### src/rtl/idex_hazard_ctrl.sv
// -----------------------------------------------------------------------------
// idex_hazard_ctrl
//
// Hazard controller on the consumer side of the ID/EX register. It decodes the
// packed ID/EX bus, compares the producer's destination register against the
// source registers held in IF/ID, and steers the front end:
//   - load-use hazard    : freeze PC and IF/ID, bubble ID/EX for
//                          LOAD_STALL_CYCLES cycles
//   - EX control transfer: flush the wrong-path IF/ID instruction
// Saturating stall / flush event counters are kept for debug.
//
// Parameters
//   LOAD_STALL_CYCLES  bubble cycles per load-use hazard (1..3)
//   CNT_W              width of the event counters
//
// Ports
//   clk           clock
//   rst           asynchronous, active-high reset
//   idex_bus      122-bit ID/EX register output
//   ifid_rs       rs of the instruction in IF/ID
//   ifid_rt       rt of the instruction in IF/ID
//   ifid_uses_rt  IF/ID instruction reads rt
//   pc_write      PC load enable
//   ifid_write    IF/ID load enable
//   ifid_flush    clear IF/ID to NOP at the next edge
//   idex_nop      1 passes ID/EX control bits, 0 inserts a bubble
//   stall_cnt     cycles with pc_write=0 (saturating)
//   flush_cnt     flush events (saturating)
// -----------------------------------------------------------------------------
module idex_hazard_ctrl #(
  parameter int unsigned LOAD_STALL_CYCLES = 1,
  parameter int unsigned CNT_W             = 16
) (
  input  logic             clk,
  input  logic             rst,
  input  logic [121:0]     idex_bus,
  input  logic [4:0]       ifid_rs,
  input  logic [4:0]       ifid_rt,
  input  logic             ifid_uses_rt,
  output logic             pc_write,
  output logic             ifid_write,
  output logic             ifid_flush,
  output logic             idex_nop,
  output logic [CNT_W-1:0] stall_cnt,
  output logic [CNT_W-1:0] flush_cnt
);

  typedef enum logic {
    ST_RUN   = 1'b0,
    ST_STALL = 1'b1
  } state_e;

  // Cycles still to be spent in STALL after the RUN cycle that saw the hazard.
  localparam logic [1:0] STALL_RELOAD = 2'(LOAD_STALL_CYCLES - 1);

  // ---------------------------------------------------------------------------
  // ID/EX bus decode
  // ---------------------------------------------------------------------------
  logic       mem_read;
  logic [1:0] pc_src;
  logic       reg_dst;
  logic [4:0] idex_rt;
  logic [4:0] idex_rd;
  logic [4:0] dest;
  logic       ctl_xfer;
  logic       load_use;

  assign mem_read = idex_bus[118];
  assign pc_src   = idex_bus[117:116];
  assign reg_dst  = idex_bus[111];
  assign idex_rt  = idex_bus[14:10];
  assign idex_rd  = idex_bus[9:5];

  assign dest     = reg_dst ? idex_rd : idex_rt;
  assign ctl_xfer = (pc_src != 2'b00);

  // A load to $zero never produces a value a consumer could wait for.
  assign load_use = mem_read && (dest != 5'd0) &&
                    ((dest == ifid_rs) || (ifid_uses_rt && (dest == ifid_rt)));

  // Fields this block does not need: write-back/ALU controls, data, rs.
  logic unused_bus_bits;
  assign unused_bus_bits = ^{idex_bus[121:119], idex_bus[115:112],
                             idex_bus[110:15],  idex_bus[4:0]};

  // ---------------------------------------------------------------------------
  // State and Mealy hazard logic
  // ---------------------------------------------------------------------------
  state_e     state_q, state_d;
  logic [1:0] remain_q, remain_d;

  logic pc_write_c, ifid_write_c, ifid_flush_c, idex_nop_c;

  // NOTE: every signal written here gets a default first so no path through
  // the case/if tree leaves it unassigned, which would infer a latch.
  always_comb begin
    pc_write_c   = 1'b1;
    ifid_write_c = 1'b1;
    idex_nop_c   = 1'b1;
    ifid_flush_c = 1'b0;
    state_d      = state_q;
    remain_d     = remain_q;

    case (state_q)
      ST_RUN: begin
        if (ctl_xfer) begin
          // Wrong-path IF/ID instruction: flush it, any hazard it had is moot.
          ifid_flush_c = 1'b1;
          idex_nop_c   = 1'b0;
        end else if (load_use) begin
          pc_write_c   = 1'b0;
          ifid_write_c = 1'b0;
          idex_nop_c   = 1'b0;
          if (LOAD_STALL_CYCLES > 1) begin
            state_d  = ST_STALL;
            remain_d = STALL_RELOAD;
          end
        end
      end

      ST_STALL: begin
        // ID/EX holds a bubble here; the bus carries no information.
        pc_write_c   = 1'b0;
        ifid_write_c = 1'b0;
        idex_nop_c   = 1'b0;
        remain_d     = remain_q - 2'd1;
        if (remain_q == 2'd1) begin
          state_d = ST_RUN;
        end
      end

      default: begin
        state_d  = ST_RUN;
        remain_d = 2'd0;
      end
    endcase
  end

  // Outputs are forced low for as long as reset is held.
  assign pc_write   = ~rst & pc_write_c;
  assign ifid_write = ~rst & ifid_write_c;
  assign idex_nop   = ~rst & idex_nop_c;
  assign ifid_flush = ~rst & ifid_flush_c;

  // ---------------------------------------------------------------------------
  // Saturating event counters
  // ---------------------------------------------------------------------------
  logic [CNT_W-1:0] stall_cnt_q, stall_cnt_d;
  logic [CNT_W-1:0] flush_cnt_q, flush_cnt_d;

  always_comb begin
    stall_cnt_d = stall_cnt_q;
    flush_cnt_d = flush_cnt_q;
    if (!pc_write_c && (stall_cnt_q != '1)) begin
      stall_cnt_d = stall_cnt_q + CNT_W'(1);
    end
    if (ifid_flush_c && (flush_cnt_q != '1)) begin
      flush_cnt_d = flush_cnt_q + CNT_W'(1);
    end
  end

  assign stall_cnt = stall_cnt_q;
  assign flush_cnt = flush_cnt_q;

  // NOTE: sequential state uses non-blocking assignments so every register
  // samples its next value from the same pre-edge snapshot.
  always_ff @(posedge clk or posedge rst) begin
    if (rst) begin
      state_q     <= ST_RUN;
      remain_q    <= 2'd0;
      stall_cnt_q <= '0;
      flush_cnt_q <= '0;
    end else begin
      state_q     <= state_d;
      remain_q    <= remain_d;
      stall_cnt_q <= stall_cnt_d;
      flush_cnt_q <= flush_cnt_d;
    end
  end

endmodule

### config.mk
export PLATFORM = sky130hd
export DESIGN_NAME = idex_hazard_ctrl
export DESIGN_NICKNAME = d
export VERILOG_FILES = /design/src/rtl/idex_hazard_ctrl.sv
export SDC_FILE = /design/constraint.sdc
export NUM_CORES = 1
export LEC_CHECK = 0
export ABC_AREA = 1
export CAP_MARGIN = 25
export CORE_ASPECT_RATIO = 1.1
export CORE_MARGIN = 2
export CORE_UTILIZATION = 30
export DETAILED_ROUTE_END_ITERATION = 8
export PLACE_DENSITY_LB_ADDON = 0.3
export SLEW_MARGIN = 10
export SYNTH_ARGS = -nofsm -noshare
export SYNTH_HDL_FRONTEND = slang
export SYNTH_SLANG_ARGS = --single-unit
export TNS_END_PERCENT = 30
### constraint.sdc
create_clock -name clk -period 2.4 [get_ports clk]
set_input_delay 0.48 -clock clk [delete_from_list [all_inputs] [get_ports clk]]
set_output_delay 0.48 -clock clk [all_outputs]
set_load 0.01 [all_outputs]
-- Word-level counts from Yosys, hierarchy flattened
Cells that the tools add are included.
- $add $sub $neg: 3
- equality and inequality tests: 5
- mux-type cells: 10
- bitwise gates (word level): 5
- reductions and logical operators: 9
- operator list (kind ; count):
    adder 16 x 1 -> 16 bit (second input constant) ; 2
    inequality test 16 bit (second input constant) ; 2
    equality test 5 bit ; 2
    2-to-1 mux 1 bit ; 7
    logical AND 1 bit ; 5
    2-to-1 mux 5 bit ; 1
    nonzero test 5 bit ; 1
    case mux 1 bit (2 select lines) ; 2
    bitwise AND 1 bit ; 3
    equality test 2 x 1 -> 1 bit (second input constant) ; 1
    NOT 1 bit ; 2
    nonzero test 2 bit ; 1
    subtractor 2 x 1 -> 2 bit (second input constant) ; 1
    logical NOT 1 bit ; 1
    logical OR 1 bit ; 1
- flip-flop bits (word level): 35
- input bits: 135
- output and inout bits: 36
- logic and storage cells: 36

-- Logic depth before layout (Yosys ltp)
Gate-level depths: netlist (run 1).
- depth in word-level cells: 10
- gate-level depth with buffers: 15

-- Worst setup path after synthesis (run 1)
No wires, ideal clock.
- path type: input to output
- from: input port idex_bus[111]
- to: output port pc_write
- arrival: 1688 ps
- slack: 232 ps
- stages: 14
- path through: buf_6 > inv_8 > nand2_4 > nand2_1 > nand2_1 > nand2_1 > nor2_1 > nand3_1 > nand2_1 > nand3_2 > nand2_4 > buf_6 > nor2_1 > buf_4
- cells in the longest elaborated chain, start to end: 9
- elaborated cells between the ends (all ways): 12
- those cells by class: 2 x eq/ne; 4 x mux; 1 x bitwise; 5 x reduce/logical
- RTL lines (what ; RTL line ; RTL):
    start, declared ; 36 ; input logic [121:0] idex_bus,
    2-to-1 mux 5 bit * ; 74 ; assign dest = reg_dst ? idex_rd : idex_rt;
    equality test 5 bit ; 79 ; ((dest == ifid_rs) || (ifid_uses_rt && (dest == ifid_rt)));
    logical AND 1 bit ; 79 ;
    logical OR 1 bit ; 79 ;
    logical AND 1 bit * ; 78 ; assign load_use = mem_read && (dest != 5'd0) &&
    2-to-1 mux 1 bit * (2 in a row) ; -- ;
    case mux 1 bit (2 select lines) * ; -- ;
    bitwise AND 1 bit * ; -- ;
    end, declared ; 40 ; output logic pc_write,
Mark *: on every way between the ends. The rest lies on a longest branch, timed or not.

-- Worst setup path in the final report (run 1)
- from: input port idex_bus[9]
- to: output port ifid_write
- cells in the longest elaborated chain, start to end: 9
- elaborated cells between the ends (all ways): 12
- those cells by class: 2 x eq/ne; 4 x mux; 1 x bitwise; 5 x reduce/logical
- RTL lines (what ; RTL line ; RTL):
    2-to-1 mux 5 bit * ; 74 ;
    equality test 5 bit ; 79 ;
    logical AND 1 bit ; 79 ;
    logical OR 1 bit ; 79 ;
    logical AND 1 bit * ; 78 ;
    2-to-1 mux 1 bit * ; 110 ; end else if (load_use) begin
    2-to-1 mux 1 bit * ; 106 ; if (ctl_xfer) begin
    case mux 1 bit (2 select lines) * ; 104 ; case (state_q)
    bitwise AND 1 bit * ; 141 ; assign ifid_write = ~rst & ifid_write_c;
    end, declared ; 41 ; output logic ifid_write,
Marks and branches as above.

==> flow_summary.yaml, run 1 <==
global_route:
  antenna_found_initial: 0
  track_usage_pct: 14.1
  grt_pass1_vias: 2053
  grt_first_pass_wirelength_um: 9280
  grt_max_degree: 36
  grt-ovfl-total: 0
cts:
  clk_pin_slew_ns: 0.07
  cts-root-buf: "clkbuf_8"
  clock-sinks: 35
  hold_buffers: 0
  ctsLongestPathBuffers: 2
  clk_latency_ns: 0.28
  cts_tree: "yes"
  h-tree-depth: 2
  cts_buffers: 5
floorplan:
  core_sq_mm: 0.00735
  ios: 171
  rows: 33
  die_w_um: 86.4
  fp.dieArea_sq_mm: 0.00818
  fp.dieH_um: 94.7
  start_util_pct: 30.5
finish:
  fin_cells: 458
  final_cell_mix: "85 x nand2_1, 54 x clkdlybuf4s50_1, 39 x nand3_1"
  seq_area_sq_um: 876
  utilization_pct: 41.6
  nFillCells: 773
  antennaDiodeCount: 0
  final_common_cell: "nand2_1"
  multi_input_area_sq_mm: 0.00116
  nNetsFinal: 508
  areaGrowthSynthToFinish_pct: 36.4
  drive_gt1_share_pct: 9.97
drt:
  drt_iter0_markers: 89
  drt-total-wl_um: 5370
  antenna_left: 0
  num_vias: 2118
  drc: 0
  viasPerCell: 4.62
  wl_per_cell_um: 11.7
  drt-pass1-iter-count: 4
setup_path:
  start_kind: "input port"
  cp.required_ns: 1.92
  crit_fanout: 3
  cp-end-kind: "primary output"
  reg2reg_to: "stall_cnt[9]"
  crit_arrival_ns: 1.82
  rrSetupSlack_ns: 0.56
  crit_type: "in2out"
  r2r-start: "stall_cnt[0]"
  ff2ff_path_depth: 11
timing:
  hold_viol: 0
  slew_violations: 0
  setup_viol: 0
  fin_ws_ns: 0.0968
  finalClockSkew_ns: 0.00297
  rsz0062_at_grt: "true"
  worst_pin_slew_ns: 0.449
  fin_crit_sh_pct: 96.0
  fin_crit_ns: 2.30
  max_freq_mhz: 434
  worst_hold_slack_ns: 0.478
  slew_headroom_pct: 70.1
logic_synthesis:
  avgSynthCellArea_sq_um: 7.42
  yosys.area_share.simple_pct: 37.4
  ys_ff_latch: 35
  syn_nets: 440
  synthXorXnorAreaFrac_pct: 10.2
  synth.area.mux_share_pct: 0
  synth_compound_area_share_pct: 1.79
  synth_cells: 302
  mappedNetlistArea_sq_mm: 0.00224
  synth_adder_area_share_pct: 1.67
  synth_top_family_by_area: "simple AND/OR/NAND/NOR gates"
  netlist-cell-type-count: 28
  yosysWarnings: 0
  ys_seq_area_share_pct: 39.1
place:
  dp_hpwl_um: 4100
  pre_cts_ws_ns: -0.617
  placed_cells: 450
  port_buffers: 62
  gp_congestion: 0.852
power_and_ir_drop:
  ir_worst_vdd_uv: 428
  power.density_mw_per_mm2: 560
  p_leak_uw: 0.00152
worst_hold_path:
  hold_path_class: "reg2reg"
  hold_depth: 1
  min_to: "remain_q[0]"
  min_from: "remain_q[0]"
job:
  drv_cap: 0
outcome:
  status: "completed"
[worst max path at each step]
stage / from / endpoint / slack (ns) / depth (start not counted)
floorplan: idex_bus[111] / pc_write / 0.23 / 14
global placement: idex_bus[111] / ifid_write / -0.57 / 13
detailed placement: idex_bus[111] / ifid_write / -0.62 / 11
CTS: idex_bus[6] / ifid_write / 0.01 / 13
global route: idex_bus[8] / ifid_write / -0.04 / 12
finish: idex_bus[9] / ifid_write / 0.1 / 11
[cell type report]
cell class	count	area share (%)
repair buffers	69	21.9
clock inverters	1	0.164
clock buffers	7	2.50
inverters	40	5.16
flip-flops and latches	35	28.6
well taps	87	3.56
multi-input cells	219	38.1
[sequential cells by signal, indices dropped and copies added (netlist names)]
name and flops:
flush_cnt 16, stall_cnt 16, remain_q 2, state_q 1
[per-stage QoR]
| stage | power [uW] | setup TNS (ns) | instance area, sq um |
|---|---|---|---|
| 6_report | 1710 | 0 | 3060 |
| 4_1_cts | 1740 | 0 | 3040 |
| 3_5_place_dp | 1310 | -3.90 | 2960 |
| 2_1_floorplan | 1030 | 0 | 2240 |
| 3_3_place_gp | 1300 | -3.53 | 2960 |
| 5_1_grt | 1840 | -0.0822 | 3060 |
[cell usage after synthesis (all sizes together)]
master,count,share of area [%]
a211oi,1,0.33
a21boi,1,0.33
a21oi,1,0.22
a31oi,1,0.28
buf,6,2.6
clkbuf,2,0.33
dfrtp,35,39
ha,3,1.7
inv,40,7.0
nand2,99,18
nand3,40,9.2
nand3b,3,1.0
nand4,5,1.4
nor2,25,4.3
nor3,9,2.2
nor4,3,0.84
o21ai,2,0.61
xnor2,7,2.7
xor2,19,7.4
[timing repair]
action	4_1_cts	5_1_grt
resized for setup	17	10
endpoints found under the setup margin	3	4
buffers inserted	0	0
pin swaps	2	3
[where the power goes]
group | switching, uW | internal [uW] | leakage, uW
combinational | 250 | 278 | 0.00103
sequential | 100 | 668 | 0.000450
clock | 213 | 204 | 0.0000422
[metal layers]
layer	wire, um	global-route usage, %
met5	0	0
met4	36	3.52
met3	407	4.90
met2	2340	21.3
met1	2580	19.4
[worst max-delay path, cell delays in order]
cell and delay (ns):
clkdlybuf4s50_1 0.48, nand2_1 0.09, nand3_1 0.09, nand2_1 0.06, nor2_1 0.10, nand3_1 0.09, nand2_2 0.08, nand3_2 0.08
nand2_4 0.09, nor2_4 0.04, buf_2 0.14
[cell families after synthesis]
logic type	Yosys count
fa+ha+maj	3
compound gates	6
xor+xnor	26
simple gates	184
buf+inv	48
flops	35
Power figures use the tool's default switching activity.
==> run 2, diff against run 1 <==
- CORE_ASPECT_RATIO: 1.1 -> 1.75
- PLACE_DENSITY: default -> 0.73
- PLACE_DENSITY_LB_ADDON: 0.3 -> default
==> flow_summary.yaml, run 2 (synthesized netlist as in run 1, its figures left out) <==
outcome:
  status: "completed"
timing:
  slew_violations: 0
  hold_viol: 0
  max_freq_mhz: 426
  worst_hold_slack_ns: 0.484
  worst_pin_slew_ns: 0.457
  slew_headroom_pct: 69.6
  finalClockSkew_ns: 0.00486
  setup_viol: 0
  setup_tns_ns: 0
  fin_crit_ns: 2.35
  fin_crit_sh_pct: 97.9
cts:
  cts_buffers: 5
  cts_tree: "yes"
  clk_latency_ns: 0.28
  cts-root-buf: "clkbuf_16"
  clock-sinks: 35
  ctsLongestPathBuffers: 2
  clk_pin_slew_ns: 0.05
  hold_buffers: 0
  h-tree-depth: 2
finish:
  final_cell_mix: "80 x nand2_1, 48 x clkdlybuf4s50_1, 39 x nand3_1"
  drive_gt1_share_pct: 13.7
  stdcell_area_sq_mm: 0.00322
  nNetsFinal: 511
  areaGrowthSynthToFinish_pct: 43.5
  antennaDiodeCount: 0
  final_common_cell: "nand2_1"
  utilization_pct: 44.5
setup_path:
  max_stage_delay_ns: 0.58
  cp.required_ns: 1.92
  crit_top_cell: "clkdlybuf4s50_1"
  cp_slowest_cell: "clkdlybuf4s50_1"
  cp.depth: 5
  critical-path-top-delay-family: "buffers and inverters"
  crit_arrival_ns: 1.87
  cp-end-kind: "primary output"
  crit_end: "ifid_flush"
  reg2reg_to: "stall_cnt[9]"
  path_cells: "clkdlybuf4s50_1, nor2_1, buf_4, nor3_1, clkdlybuf4s50_1"
  crit_fanout: 3
  critPathLaunch: "idex_bus[117]"
  ff2ff_path_depth: 11
  rrSetupSlack_ns: 0.45
  r2r-start: "stall_cnt[1]"
  start_kind: "input port"
  crit_buf_inv: 3
  crit_type: "in2out"
global_route:
  antenna_found_initial: 0
  grt_pass1_vias: 2263
  grt_max_degree: 36
  grt_first_pass_wirelength_um: 9800
  grt-ovfl-total: 0
  track_usage_pct: 14.7
place:
  port_buffers: 62
  gp_congestion: 0.899
  dp_hpwl_um: 4250
  dpl-instance-area_sq_mm: 0.00299
floorplan:
  fp.dieArea_sq_mm: 0.00821
  die_w_um: 69.4
  ios: 171
  fp.dieH_um: 118
  core_sq_mm: 0.00723
  start_util_pct: 31.0
  rows: 41
power_and_ir_drop:
  power.density_mw_per_mm2: 612
  power_uw: 1970
  p_leak_uw: 0.00162
  ir_worst_vdd_uv: 640
drt:
  drt-total-wl_um: 5880
  wl_per_cell_um: 12.8
  num_vias: 2220
  drt_iter0_markers: 83
  viasPerCell: 4.84
  antenna_left: 0
  drt-pass1-iter-count: 6
  drc: 0
job:
  drv_cap: 0
worst_hold_path:
  hold_path_class: "reg2reg"
==> run 2: cell count changes in the layout (fill, tap and decap cells not counted), moves of 2 or more <==
cell             previous run  this run
dlymetal6s2s_1              4         8
clkbuf_16                   0         5
buf_4                       6         8
clkbuf_1                    2         0
nor2_1                     23        21
nand2_2                    10        13
nand2_4                     4         6
buf_2                       3         1
clkbuf_8                    5         1
nand2_1                    85        80
clkdlybuf4s50_1            54        48
buf_6                       1         3
==> run 2: how the worst min path moves through the flow <==
| stage | startpoint | endpoint | slack (ns) | depth (start not counted) |
|---|---|---|---|---|
| floorplan | remain_q[0] | remain_q[0] | 0.45 | 1 |
| global placement | remain_q[0] | remain_q[0] | 0.46 | 1 |
| detailed placement | remain_q[0] | remain_q[0] | 0.47 | 1 |
| CTS | remain_q[0] | remain_q[0] | 0.48 | 1 |
| global route | remain_q[0] | remain_q[0] | 0.49 | 1 |
| finish | remain_q[0] | remain_q[0] | 0.48 | 1 |
==> run 2: power breakdown <==
part,internal [uW],switching (uW),leakage (uW)
combinational,290,266,0.00110
clock,405,233,0.0000727
sequential,669,105,0.000450
==> run 2: cell type report <==
cell class / instances / area (sq um)
Fill cell: 723 / 4020
Multi-Input combinational cell: 219 / 1200
Sequential cell: 35 / 876
Inverter: 40 / 163
Timing Repair Buffer: 72 / 722
Clock buffer: 6 / 139
Tap cell: 86 / 108
Clock inverter: 1 / 5.00
==> run 2: through the flow <==
step | std cells | setup WS, ns
2_1_floorplan | 302 | 0.232
3_3_place_gp | 451 | -0.497
3_5_place_dp | 451 | -0.528
4_1_cts | 458 | -0.0434
5_1_grt | 459 | -0.00619
6_report | 459 | 0.0500
==> run 2: repair_timing <==
action / CTS / global route
pin swaps: 1 / 16
buffers inserted: 0 / 1
endpoints found under the setup margin: 3 / 3
resized for setup: 18 / 31
==> run 2: per-layer routing <==
layer | vias up | GRT usage (%) | share of wire (%)
met5 | - | 0 | 0
met3 | 10 | 2.13 | 3.7
li1 | 1084 | - | -
met4 | 0 | 7.35 | 2.6
met2 | 60 | 28.2 | 56
met1 | 1066 | 14.8 | 38
==> run 3, diff against run 2 <==
- CORE_UTILIZATION: 30 -> 34
- PLACE_DENSITY: 0.73 -> 0.81
==> flow_summary.yaml, run 3 (synthesized netlist as in run 1, its figures left out) <==
cts:
  ctsLongestPathBuffers: 2
  cts_buffers: 5
  cts-root-buf: "clkbuf_16"
  clk_pin_slew_ns: 0.05
  clock-sinks: 35
  h-tree-depth: 2
  clk_latency_ns: 0.27
  hold_buffers: 0
  cts_tree: "yes"
drt:
  viasPerCell: 4.76
  drc: 0
  drt_iter0_markers: 78
  antenna_left: 0
  drt-pass1-iter-count: 4
  drt-total-wl_um: 5680
  wl_per_cell_um: 12.5
  num_vias: 2155
floorplan:
  fp.dieH_um: 111
  ios: 171
  rows: 39
  fp.dieArea_sq_mm: 0.00729
  start_util_pct: 34.8
  core_sq_mm: 0.00644
  die_w_um: 65.4
finish:
  drive_gt1_share_pct: 12.4
  antennaDiodeCount: 0
  nNetsFinal: 510
  final_cell_mix: "83 x nand2_1, 53 x clkdlybuf4s50_1, 39 x nand3_1"
  final_common_cell: "nand2_1"
  fin_cells: 453
  areaGrowthSynthToFinish_pct: 40.5
setup_path:
  cp-end-kind: "primary output"
  cp_slowest_cell: "clkdlybuf4s50_1"
  max_stage_delay_ns: 0.56
  crit_buf_inv: 3
  crit_top_cell: "clkdlybuf4s50_1"
  cp.depth: 5
  cp.required_ns: 1.92
  path_cells: "clkdlybuf4s50_1, nor2_1, buf_4, nor3_1, clkdlybuf4s50_1"
  crit_arrival_ns: 1.84
  crit_type: "in2out"
  critical-path-top-delay-family: "buffers and inverters"
  rrSetupSlack_ns: 0.39
  crit_fanout: 3
  start_kind: "input port"
  ff2ff_path_depth: 10
timing:
  slew_violations: 0
  hold_viol: 0
  fin_ws_ns: 0.0834
  finalClockSkew_ns: 0.00561
  setup_viol: 0
  fin_crit_ns: 2.32
  worst_pin_slew_ns: 0.473
  fin_crit_sh_pct: 96.5
  slew_headroom_pct: 68.5
  max_freq_mhz: 432
worst_hold_path:
  hold_depth: 1
  hold_path_class: "reg2reg"
power_and_ir_drop:
  power_uw: 1910
  ir_worst_vdd_uv: 514
  p_leak_uw: 0.00156
  power.density_mw_per_mm2: 605
job:
  drv_cap: 0
place:
  gp_congestion: 0.792
  placed_cells: 446
  port_buffers: 62
  dp_hpwl_um: 4300
  pre_cts_ws_ns: -0.564
global_route:
  grt_pass1_vias: 2187
  track_usage_pct: 16.1
  antenna_found_initial: 0
  grt_first_pass_wirelength_um: 9400
  grt-ovfl-total: 0
  grt_max_degree: 36
outcome:
  status: "completed"
run 3: cell count changes in the layout (fill, tap and decap cells not counted), moves of 2 or more:
| cell | previous run | this run |
|---|---|---|
| clkdlybuf4s50_1 | 48 | 53 |
| nand2_1 | 80 | 83 |
| nand2_2 | 13 | 10 |
| dlygate4sd2_1 | 2 | 0 |
| dlymetal6s2s_1 | 8 | 5 |
| nor2_4 | 2 | 0 |
| buf_2 | 1 | 3 |
| nor2_2 | 2 | 4 |
| buf_6 | 3 | 1 |
run 3: worst paths after layout:
check                                    from      endpoint
worst max-delay path            idex_bus[117]    ifid_flush
worst min-delay path              remain_q[0]   remain_q[0]
worst max register to register   stall_cnt[1]  stall_cnt[7]
worst min register to register    remain_q[0]   remain_q[0]
max in group asynchronous                 rst  stall_cnt[3]
min in group asynchronous                 rst       state_q
run 3: timing repair:
item | CTS | global route
pin swaps | 4 | 9
gates resized for setup | 22 | 17
buffers inserted | 1 | 0
setup endpoints to repair | 3 | 4
run 3: power breakdown:
group,internal (uW),switching [uW]
sequential,669,106
clock,372,208
combinational,282,267
total,1320,581
run 3: cell type report:
class / instances / area [sq um]
well taps: 82 / 103
fillers: 629 / 3290
flip-flops and latches: 35 / 876
multi-input cells: 219 / 1200
clock buffers: 6 / 129
inverters: 40 / 163
repair buffers: 71 / 684
run 3: metal layers:
metal / global-route usage (%) / part of all wire, % / up-vias
met5: 0 / 0 / -
met4: 6.39 / 2.0 / 0
met3: 3.43 / 4.4 / 9
met2: 30.7 / 56 / 56
met1: 16.3 / 38 / 1007
li1: - / - / 1083
run 3: stage by stage:
| step | TNS, ns | area (sq um) | hold slack (ns) | util (%) |
|---|---|---|---|---|
| 6_report | 0 | 3150 | 0.490 | 48.9 |
| 5_1_grt | -0.0131 | 3150 | 0.512 | 48.9 |
| 4_1_cts | 0 | 3110 | 0.496 | 48.3 |
| 3_5_place_dp | -4.01 | 2960 | 0.485 | 46.0 |
| 3_3_place_gp | -3.46 | 2960 | 0.461 | 46.0 |
| 2_1_floorplan | 0 | 2240 | 0.448 | - |
run 3: worst register-to-register path: cells and delay by family, from the launching register on:
family | cells | cell delay [ns]
fa+ha+maj | 1 | 0.20
buf+inv | 1 | 0.25
flops | 1 | 0.39
simple gates | 8 | 1.13
==> patch 1: new RTL, flow settings as in run 1 <==
Change the parameter `CNT_W` from 16 to 20.
--- a/src/rtl/idex_hazard_ctrl.sv
+++ b/src/rtl/idex_hazard_ctrl.sv
@@ -29,7 +29,7 @@
 // -----------------------------------------------------------------------------
 module idex_hazard_ctrl #(
   parameter int unsigned LOAD_STALL_CYCLES = 1,
-  parameter int unsigned CNT_W             = 16
+  parameter int unsigned CNT_W             = 20
 ) (
   input  logic             clk,
   input  logic             rst,
Interface: changed (resized flush_cnt and stall_cnt); port bits go from 171 to 179. The function was not compared with the original's and may differ.
==> patch 1 against run 1 <==
- area after synthesis grew 24%
- total power grew 23%
- register-to-register slack lost 0.11 ns
- routed wire length grew 26%
- sequential cell count grew 8
- clock skew grew 0.0058 ns
- critical path depth is the same
- design area grew 24%
- worst setup slack lost 0.012 ns
- largest cell class unchanged
==> patch 1: results (changes against run 1) <==
Status
  • Run status: finished, final reports clean (unchanged)

Cells and area
  • Final net count: 605 (was 508)
  • Filler instances: 915 (was 773)
  • Finished Layout Cells: 582 (was 458)
  • ANT cells: 0 (unchanged)
  • Share of cells above drive strength 1: 0.0983 (was 0.0997)

Synthesis
  • Sequential share of the synthesized area: 0.387 (was 0.391)
  • Top post-synthesis cells by count: 123 x nand2_1, 50 x inv_1, 47 x nand3_1 (was 90 x nand2_1, 39 x inv_1, 39 x nand3_1)
  • Synth Area in XOR/XNOR: 0.0849 (was 0.102)
  • Synthesized area: 0.00278 mm² (was 0.00224 mm²)
  • Yosys warns: 0 (unchanged)
  • Synth cell types: 30 (was 28)
  • Synth Area in Compound Gates: 0.0144 (was 0.0179)
  • Top cells by area, synth: dfrtp_1 39%, nand2_1 17%, nand3_1 8.4%, inv_1 6.7%, xor2_1 6.0% (was dfrtp_1 39%, nand2_1 15%, nand3_1 8.7%, xor2_1 7.4%, inv_1 6.5%)
  • Mapped Cells: 389 (was 302)
  • Synth Area in Adders: 0.0135 (was 0.0167)
  • Synth Net Count: 527 (was 440)

Run
  • Max cap viols: 0 (unchanged)

Placement
  • Placer Congestion: 0.821 (was 0.852)
  • Port-buffer cells: 70 (was 62)
  • DP Area: 0.00361 mm² (was 0.00296 mm²)
  • DP Wirelength: 5.22 mm (was 4.10 mm)
  • Place WS: -0.564 ns (was -0.617 ns)
  • Cell total after placement: 572 (was 450)

Timing
  • Clock skew: 0.00879 ns (was 0.00297 ns)
  • WHS: 0.483 ns (was 0.478 ns)
  • Worst-Margin Slew: 0.549 ns (was 0.449 ns)
  • Post-route minimum period: 2.32 ns (was 2.30 ns)

Pwr
  • Combinational share of power: 0.289 (was 0.308)
  • Leakage: 1.87 nW (was 1.52 nW)
  • Net switching power: 0.000650 W (was 0.000563 W)
  • Pint: 0.00145 W (was 0.00115 W)
  • Maximum vdd drop: 400 µV (was 428 µV)
  • Clock Power Share: 0.281 (was 0.243)

Clocking
  • CTS root buf: clkbuf_8 (unchanged)
  • Clk_lat worst skew: 0.30 ns (was 0.28 ns)
  • CTS H-tree depth: 2 (unchanged)
  • CTS buffer count: 5 (unchanged)

Worst setup path
  • Reg-to-Reg End: stall_cnt[9]$_DFFE_PP0P_ (unchanged)
  • Worst Path Arrival: 1.84 ns (was 1.82 ns)
  • Crit path capture: pc_write (was ifid_write)
  • Max FO, Critical Path: 2 (was 3)
  • Worst Setup SP: idex_bus[13] (was idex_bus[9])
  • R2r worst-path depth: 10 (was 11)
  • Reg-to-reg setup timing slack: 0.45 ns (was 0.56 ns)

Hold path
  • Depth of the worst hold-timing path: 1 (unchanged)

Detailed routing
  • DRT Wirelength: 6.75 mm (was 5.37 mm)
  • Vias per inst: 4.62 (about the same)
  • Iter 0 DRT Violations: 67 (was 89)

Global route
  • Number of global-route vias before repair: 2580 (was 2053)
  • Gr usage total: 0.142 (was 0.141)
  • Pin count of the biggest net entering global routing: 44 (was 36)
  • First-pass GRT wire length: 11.5 mm (was 9.28 mm)
[patch 1: changes by cell type in the layout (fill, tap and decap cells not counted), moves of 5 or more]
| cell | run 1 | this run |
|---|---|---|
| nand3_1 | 39 | 47 |
| inv_1 | 38 | 49 |
| nand2_1 | 85 | 116 |
| dlymetal6s2s_1 | 4 | 9 |
| nor2_1 | 23 | 36 |
| dfrtp_1 | 35 | 43 |
[patch 1: per-layer routing]
layer / GRT usage / vias to the layer above / routed length [µm]
met2: 0.224 / 88 / 3080
li1: - / 1376 / -
met5: 0 / - / 0
met1: 0.198 / 1219 / 3250
met4: 0.0276 / 0 / 51
met3: 0.0339 / 7 / 375
[patch 1: timing repair]
| action | in CTS | in global routing |
|---|---|---|
| pin swaps | 3 | 8 |
| resized for setup | 19 | 19 |
| setup buffers | 0 | 1 |
| endpoints found under the setup margin | 3 | 4 |
| cloned | 1 | 0 |
[patch 1: critical path: stages]
cell,delay [ns]
clkdlybuf4s50_1,0.48
inv_1,0.06
nand2_2,0.07
nand2_2,0.06
xor2_1,0.14
nand3_1,0.09
nand2_2,0.07
nand3_2,0.08
nand2_4,0.06
nor2_4,0.13
buf_6,0.11
[patch 1: final cells by class]
| type | count | area, µm² | share of cell area |
|---|---|---|---|
| clock buffers | 6 | 82.6 | 0.0218 |
| inverters | 54 | 210 | 0.0554 |
| clock inverters | 2 | 35.0 | 0.00923 |
| well taps | 114 | 143 | 0.0376 |
| flip-flops and latches | 43 | 1080 | 0.284 |
| multi-input cells | 284 | 1460 | 0.384 |
| repair buffers | 79 | 790 | 0.208 |
[patch 1: kinds of logic after synthesis]
kind of cell,after synthesis
compound gates,7
xor+xnor,27
fa+ha+maj,3
buf+inv,62
flops,43
simple gates,247
==> patch 2: new RTL, settings of run 1 <==
Made on the original files. Reset style: synchronous (`rst`), changed in one clocked block. Comments in the files are not updated.
--- a/src/rtl/idex_hazard_ctrl.sv
+++ b/src/rtl/idex_hazard_ctrl.sv
@@ -164,7 +164,7 @@
 
   // NOTE: sequential state uses non-blocking assignments so every register
   // samples its next value from the same pre-edge snapshot.
-  always_ff @(posedge clk or posedge rst) begin
+  always_ff @(posedge clk) begin
     if (rst) begin
       state_q     <= ST_RUN;
       remain_q    <= 2'd0;
Formal check against the unedited RTL: differs if rst is asserted again (counterexample within 4 cycles, from zero or initial values and one cycle with rst high); with rst held inactive, the same outputs for 10 cycles.
==> patch 2 against run 1 <==
- cell count increased by 10%
- design area increased by 0.45%
- worst setup slack got worse by 0.025 ns
- sequential cell count unchanged
- die area decreased by 2.1%
- routed wire length increased by 10%
- synthesized cell count increased by 16%
- global-route usage increased by 1.3 points
- critical path type unchanged
- area after synthesis decreased by 2.2%
Power is not compared: it rests on default switching activity, and its combinational part moved more than twofold at a synthesized area within 25%.
==> patch 2: results (changes against run 1) <==
Clocking
  • Post-CTS sizing: 18 (was 17)

Synthesis
  • Sequential share of the synthesized area: 0.320 (was 0.391)
  • Post-synth ARST share: 0 (was 1.00)
  • Top cells by area, synth: dfxtp_1 32%, nand2_1 14%, nand3_1 9.1%, nor2_1 8.2%, inv_1 7.5% (was dfrtp_1 39%, nand2_1 15%, nand3_1 8.7%, xor2_1 7.4%, inv_1 6.5%)
  • Primary FF master, synth: dfxtp_1 (was dfrtp_1)
  • Synth Area in Adders: 0.0171 (was 0.0167)
  • Mapped Cells: 350 (was 302)
  • Synth Area in Compound Gates: 0.106 (was 0.0179)

Global route
  • Number of global-route vias before repair: 2256 (was 2053)
  • First-pass GRT wire length: 10.1 mm (was 9.28 mm)
  • GR met2 Demand/Resource: 0.247 (was 0.213)
  • Gr usage total: 0.154 (was 0.141)
  • Grt met1 use: 0.203 (was 0.194)
  • Met3 GRT Util: 0.0431 (was 0.0490)

Timing
  • Clock skew: 0.00459 ns (was 0.00297 ns)

Worst setup path
  • Worst Path Arrival: 1.85 ns (was 1.82 ns)
  • Reg-to-reg setup timing slack: 0.51 ns (was 0.56 ns)
  • FF-to-FF Start: flush_cnt[0]$_SDFFE_PP0P_ (was stall_cnt[0]$_DFFE_PP0P_)
  • Crit path capture: pc_write (was ifid_write)
  • Reg-to-Reg End: flush_cnt[10]$_SDFFE_PP0P_ (was stall_cnt[9]$_DFFE_PP0P_)
  • R2r worst-path depth: 8 (was 11)
  • Worst Setup SP: idex_bus[12] (was idex_bus[9])

Hold path
  • Worst hold start: remain_q[1]$_SDFFE_PP0P_ (was remain_q[0]$_DFFE_PP0P_)

Detailed routing
  • Iter 0 DRT Violations: 60 (was 89)
  • Wire length per cell: 11.7 µm (about the same)
  • Vias per inst: 4.73 (was 4.62)
  • Metal3 WL: 409 µm (was 407 µm)

Placement
  • DP Wirelength: 4.36 mm (was 4.10 mm)

Status
  • Run status: finished, final reports clean (unchanged)
-- patch 2: report_power, final --
part | leakage, nW | internal [W] | switching, W
clock network | 0.0581 | 0.000309 | 0.000227
registers | 0.282 | 0.000586 | 0.00000669
logic | 0.983 | 0.0000917 | 0.0000910
-- patch 2: critical path, cell delays in order --
cell	delay, ns
clkdlybuf4s50_1	0.49
nand2_1	0.11
nand3_1	0.08
nand2_1	0.05
nor2_1	0.09
nand3_1	0.09
nand2_2	0.10
nand3_2	0.07
nand2_2	0.10
nor2_4	0.04
buf_2	0.14
-- patch 2: area by class of cell --
type                       count  area, µm²  share of cell area
sequential                    35        701               0.228
inverter                      46        173              0.0562
multi-input combinational    260       1290               0.419
clock inverter                 3       43.8              0.0143
timing repair buffer          70        686               0.223
tap                           85        106              0.0346
timing repair inverter         1       7.51             0.00244
clock buffer                   5       68.8              0.0224
